==> src/rtl/regfile_alu_pkg.sv <==
// Shared types for the register-file ALU controller.
// Holds width defaults, opcode and FSM state encodings.
package regfile_alu_pkg;

  localparam int RF_DATA_W = 8;
  localparam int RF_ADDR_W = 3;

  typedef enum logic [2:0] {
    OP_ADD = 3'b000,
    OP_SUB = 3'b001,
    OP_AND = 3'b010,
    OP_OR  = 3'b011,
    OP_XOR = 3'b100,
    OP_SHL = 3'b101,
    OP_SHR = 3'b110,
    OP_MOV = 3'b111
  } op_t;

  typedef enum logic [1:0] {
    S_IDLE = 2'd0,
    S_READ = 2'd1,
    S_EXEC = 2'd2,
    S_WB   = 2'd3
  } state_t;

endpackage

==> src/rtl/regfile_alu.sv <==
// Combinational ALU: (op, a, b) -> (y, c).
// Ports: op opcode, a/b operands, y result, c carry/borrow/shift-out.
import regfile_alu_pkg::*;

module regfile_alu #(
  parameter int DATA_W = RF_DATA_W
) (
  input  op_t               op,
  input  logic [DATA_W-1:0] a,
  input  logic [DATA_W-1:0] b,
  output logic [DATA_W-1:0] y,
  output logic              c
);

  logic [DATA_W:0] sum;
  logic [DATA_W:0] diff;
  logic [DATA_W:0] shl;
  logic [DATA_W:0] shr;
  logic [2:0]      sh;

  assign sh   = b[2:0];
  assign sum  = {1'b0, a} + {1'b0, b};
  // top bit of the wide difference is the borrow (a < b)
  assign diff = {1'b0, a} - {1'b0, b};
  // one guard bit catches the last bit shifted out;
  // a zero shift leaves the guard bit clear
  assign shl  = {1'b0, a} << sh;
  assign shr  = {a, 1'b0} >> sh;

  always_comb begin
    y = '0;
    c = 1'b0;
    unique case (op)
      OP_ADD: begin
        y = sum[DATA_W-1:0];
        c = sum[DATA_W];
      end
      OP_SUB: begin
        y = diff[DATA_W-1:0];
        c = diff[DATA_W];
      end
      OP_AND: y = a & b;
      OP_OR:  y = a | b;
      OP_XOR: y = a ^ b;
      OP_SHL: begin
        y = shl[DATA_W-1:0];
        c = shl[DATA_W];
      end
      OP_SHR: begin
        y = shr[DATA_W:1];
        c = shr[0];
      end
      OP_MOV: y = a;
      default: begin
        y = '0;
        c = 1'b0;
      end
    endcase
  end

endmodule

==> src/rtl/regfile_alu_ctrl.sv <==
// Multi-cycle execute controller driving an 8x8 register file.
// Ports: cmd_* handshake in, ra/rd read port, wa/wd/we write port, done/result/flags.
import regfile_alu_pkg::*;

module regfile_alu_ctrl #(
  parameter int DATA_W = RF_DATA_W,
  parameter int ADDR_W = RF_ADDR_W
) (
  input  logic              sys_clk,
  input  logic              sys_rst_n,
  input  logic              cmd_valid,
  output logic              cmd_ready,
  input  logic [2:0]        cmd_op,
  input  logic [ADDR_W-1:0] cmd_rs1,
  input  logic [ADDR_W-1:0] cmd_rs2,
  input  logic [ADDR_W-1:0] cmd_rd,
  output logic [ADDR_W-1:0] ra1,
  output logic [ADDR_W-1:0] ra2,
  input  logic [DATA_W-1:0] rd1,
  input  logic [DATA_W-1:0] rd2,
  output logic [ADDR_W-1:0] wa,
  output logic [DATA_W-1:0] wd,
  output logic              we,
  output logic              done,
  output logic [DATA_W-1:0] result,
  output logic              flag_z,
  output logic              flag_c
);

  state_t            state;
  state_t            nxt;
  op_t               op_q;
  logic [ADDR_W-1:0] rd_q;
  logic [DATA_W-1:0] a_q;
  logic [DATA_W-1:0] b_q;
  logic [DATA_W-1:0] y_q;
  logic              z_q;
  logic              c_q;
  logic [DATA_W-1:0] alu_y;
  logic              alu_c;

  regfile_alu #(.DATA_W(DATA_W)) u_alu (
    .op (op_q),
    .a  (a_q),
    .b  (b_q),
    .y  (alu_y),
    .c  (alu_c)
  );

  always_ff @(posedge sys_clk or negedge sys_rst_n) begin
    if (!sys_rst_n) state <= S_IDLE;
    else            state <= nxt;
  end

  always_comb begin
    nxt = state;
    unique case (state)
      S_IDLE: if (cmd_valid) nxt = S_READ;
      S_READ: nxt = S_EXEC;
      S_EXEC: nxt = S_WB;
      S_WB:   nxt = S_IDLE;
      default: nxt = S_IDLE;
    endcase
  end

  // we follows state directly so reset drops it at once
  always_comb begin
    cmd_ready = (state == S_IDLE);
    we        = (state == S_WB);
    done      = (state == S_WB);
  end

  // ra1/ra2 double as the rs1/rs2 latch and hold after READ
  always_ff @(posedge sys_clk or negedge sys_rst_n) begin
    if (!sys_rst_n) begin
      op_q   <= OP_ADD;
      rd_q   <= '0;
      ra1    <= '0;
      ra2    <= '0;
      a_q    <= '0;
      b_q    <= '0;
      y_q    <= '0;
      z_q    <= 1'b0;
      c_q    <= 1'b0;
      result <= '0;
      flag_z <= 1'b0;
      flag_c <= 1'b0;
    end else begin
      unique case (state)
        S_IDLE: begin
          if (cmd_valid) begin
            op_q <= op_t'(cmd_op);
            ra1  <= cmd_rs1;
            ra2  <= cmd_rs2;
            rd_q <= cmd_rd;
          end
        end
        S_READ: begin
          a_q <= rd1;
          b_q <= rd2;
        end
        S_EXEC: begin
          y_q <= alu_y;
          z_q <= (alu_y == '0);
          c_q <= alu_c;
        end
        S_WB: begin
          result <= y_q;
          flag_z <= z_q;
          flag_c <= c_q;
        end
        default: ;
      endcase
    end
  end

  assign wa = rd_q;
  assign wd = y_q;

endmodule

==> config.mk <==
export PLATFORM = sky130hd
export DESIGN_NAME = regfile_alu_ctrl
export DESIGN_NICKNAME = d
export VERILOG_FILES = /design/src/rtl/regfile_alu_pkg.sv /design/src/rtl/regfile_alu.sv /design/src/rtl/regfile_alu_ctrl.sv
export SDC_FILE = /design/constraint.sdc
export NUM_CORES = 1
export LEC_CHECK = 0
export ABC_AREA = 1
export CAP_MARGIN = 20
export CORE_MARGIN = 2
export CORE_UTILIZATION = 59
export CTS_CLUSTER_SIZE = 30
export DETAILED_ROUTE_END_ITERATION = 16
export GPL_TIMING_DRIVEN = 1
export HOLD_SLACK_MARGIN = 0.06
export PLACE_DENSITY = 0.87
export RECOVER_POWER = 25
export REMOVE_ABC_BUFFERS = 1
export SLEW_MARGIN = 20
export SYNTH_ARGS = -nofsm -noshare
export SYNTH_HDL_FRONTEND = slang
export SYNTH_SLANG_ARGS = --single-unit
export TNS_END_PERCENT = 30
==> constraint.sdc <==
create_clock -name sys_clk -period 4 [get_ports sys_clk]
set_input_delay 0.4 -clock sys_clk [delete_from_list [all_inputs] [get_ports sys_clk]]
set_output_delay 0.4 -clock sys_clk [all_outputs]
set_load 0.005 [all_outputs]
==> results.sh <==
export IMPL_status="finished with violations"
export IMPL_violations="max-capacitance violations, max-slew violations"
export IMPL_syn_to_final_growth_pct=17.7
export IMPL_yosys_warnings=0
export IMPL_track_usage_pct=31.8
export IMPL_setup_viol=0
export IMPL_drtPass1Iterations=5
export IMPL_io_buffers=60
export IMPL_period_share_pct=71.6
export IMPL_ios=61
export IMPL_avgSynthCellArea_um2=7.18
export IMPL_worst_pin_slew_ns=2.67
export IMPL_multi_input_area_um2=2150
export IMPL_syn_area_um2=3770
export IMPL_root_buffer="clkbuf_8"
export IMPL_internal_power_mw=1.91
export IMPL_cp_start_kind="register"
export IMPL_register_area_um2=1250
export IMPL_chipHeight_um=83.9
export IMPL_grt_ovfl_total=0
export IMPL_cts_sinks=50
export IMPL_n_antenna_cell=0
export IMPL_ant_nets=0
export IMPL_grt_pass1_vias=3663
export IMPL_power_density_nw_per_um2=905
export IMPL_gp_congestion=0.994
export IMPL_vdd_drop_max_mv=0.493
export IMPL_vias_per_cell=5.76
export IMPL_grt_max_degree=51
export IMPL_slowest_stage="dfrtp_1"
export IMPL_crit_path_max_fanout=22
export IMPL_tritoncts="done"
export IMPL_fmax_mhz=349
export IMPL_pwr_share_clk_pct=8.1
export IMPL_fin_crit_ns=2.86
export IMPL_cts_hold_buf=0
export IMPL_dp_hpwl_um=8160
export IMPL_core_area_um2=6280
export IMPL_final_nets=635
export IMPL_vias=3749
export IMPL_clock_skew_ns=0.00541
export IMPL_power_frac_seq_pct=26.1
export IMPL_critPathMostFrequentCell="nand3_1"
export IMPL_rsz0062_at_grt="false"
export IMPL_cts_made_buffers=5
export IMPL_cts_resized=0
export IMPL_drv_cap=1
export IMPL_leakage_nw=2.19
export IMPL_synth_distinct_cells=33
export IMPL_slew_headroom_pct=-78.2
export IMPL_crit_required_ns=4.26
export IMPL_place_area_um2=4340
export IMPL_final_max_slew_violation_count=51
export IMPL_die_area_um2=7040
export IMPL_switchingPower_mw=2.10
export IMPL_hold_path_class="register to register"
export IMPL_final_common_cell="nand2_1"
export IMPL_fp_dieW_um=83.9
export IMPL_antenna_found_initial=0
export IMPL_worst_hold_slack_ns=0.512
export IMPL_synth_top_cell_area_share_pct=33.2
export IMPL_preCtsSetupSlack_ns=1.24
export IMPL_synthCells=525
export IMPL_power_frac_comb_pct=65.7
export IMPL_synthTopCellsByArea="dfrtp_1 (33%), nand2_1 (14%), nand3_1 (11%)"
export IMPL_tns_ns=0
export IMPL_cts_max_level=2
export IMPL_cts_buffer_depth=2
export IMPL_postCtsSetupBuffers=0
export IMPL_arrival_ns=3.12
export IMPL_synth_largest_area_cell="dfrtp_1"
export IMPL_num_rows=29
export IMPL_clk_pin_slew_ns=0.10
export IMPL_wire_per_inst_um=16.3
export IMPL_drc=0
export IMPL_slowest_delay_ns=0.80
export IMPL_grt_pass1_wl_um=17800
export IMPL_fin_ws_ns=1.14
export IMPL_crit_type="register to register"
export IMPL_crit_chain="inv_1 -> ha_1 -> o21ai_0 -> nand3_1 -> nand2_1 -> nand2_1 -> nand3_1 -> nand3_1 -> nor2_1 -> nand3_1 -> nand2_1"
export IMPL_p_total_mw=4.01
export IMPL_start_util_pct=60.0
export IMPL_final_hold_viol_count=0
export IMPL_ys_seq_area_share_pct=33.2
export IMPL_final_area_um2=4430
export IMPL_drive_gt1_share_pct=6.97
export IMPL_clkLatencyLatePin_ns=0.31
export IMPL_synth_seq_cells=50
export IMPL_fillers=547
export IMPL_end_kind="register"
export IMPL_swShare_pct=52.4
export IMPL_wirelength_um=10600
export IMPL_final_cell_mix="nand2_1 (141), nand3_1 (80), clkdlybuf4s50_1 (59)"
export IMPL_drtIter0Drc=261
[power by group through the flow]
stage	clock, mW	combinational (mW)	sequential (mW)
floorplan	0	1.70	0.985
global placement	0	2.52	1.04
detailed placement	0	2.58	1.05
CTS	0.333	2.60	1.04
global route	0.349	2.96	1.08
finish	0.327	2.64	1.05
[state kept, by name, summed over array words and instances, names as in the netlist, 3 cells and up]
name    flops
b_q         8
op_q        3
ra1         3
ra2         3
a_q         8
wa          3
result      8
wd          8
[synth_stat cells, drive strengths merged]
master / instances
a31oi: 1
nand2: 142
o21ai: 29
or2: 1
nand4: 12
a21oi: 14
inv: 62
nor3: 1
o21bai: 1
buf: 13
a22oi: 1
o211ai: 2
nor2: 56
o21a: 1
fa: 2
xor2: 2
nand3: 83
mux2: 16
dfrtp: 50
clkbuf: 6
and2: 1
ha: 29
[per-layer routing]
metal	up-vias	routed length (um)	track usage (%)	share of wire [%]
li1	1799	-	-	-
met1	1750	4410	43.4	41
met2	172	5090	52.9	48
met3	28	856	4.65	8.0
met4	0	279	9.24	2.6
met5	-	0	0	0
[cell families after synthesis]
group / Yosys count / share of synthesized area, %
compound gates: 49 / 6.97
xor+xnor: 2 / 0.465
fa+ha+maj: 31 / 10.7
buf+inv: 81 / 9.69
flops: 50 / 33.2
mux: 16 / 4.78
simple gates: 296 / 34.2
[layout make-up]
class                   count  area share, %
clock inverters             3          0.649
multi-input cells         394           48.5
flip-flops and latches     50           28.2
well taps                  77           2.17
clock buffers               5           1.55
inverters                  62           5.47
repair buffers             60           13.4
[path summary, 6_finish.rpt]
kind	startpoint	end	depth (start not counted)	slack [ns]
max in group asynchronous	sys_rst_n	wd[3]	1	1.57
hold reg to reg	wa[2]	wa[2]	1	0.51
setup reg to reg	b_q[1]	z_q	11	1.14
min in group asynchronous	sys_rst_n	op_q[2]	1	0.92
hold / removal	wa[2]	wa[2]	1	0.51
setup / recovery	b_q[1]	z_q	11	1.14
[critical path: cells and delay by family (launching register included)]
family	cells	cell delay (ns)
buf+inv	1	0.48
flops	1	0.80
simple gates	8	0.74
compound gates	1	0.35
fa+ha+maj	1	0.44
[through the flow]
| stage | std cells | util (%) |
|---|---|---|
| finish | 651 | 70.6 |
| global route | 651 | 70.6 |
| CTS | 651 | 70.7 |
| detailed placement | 643 | 69.1 |
| global placement | 643 | 69.1 |
| floorplan | 506 | - |
Power figures use the tool's default switching activity.
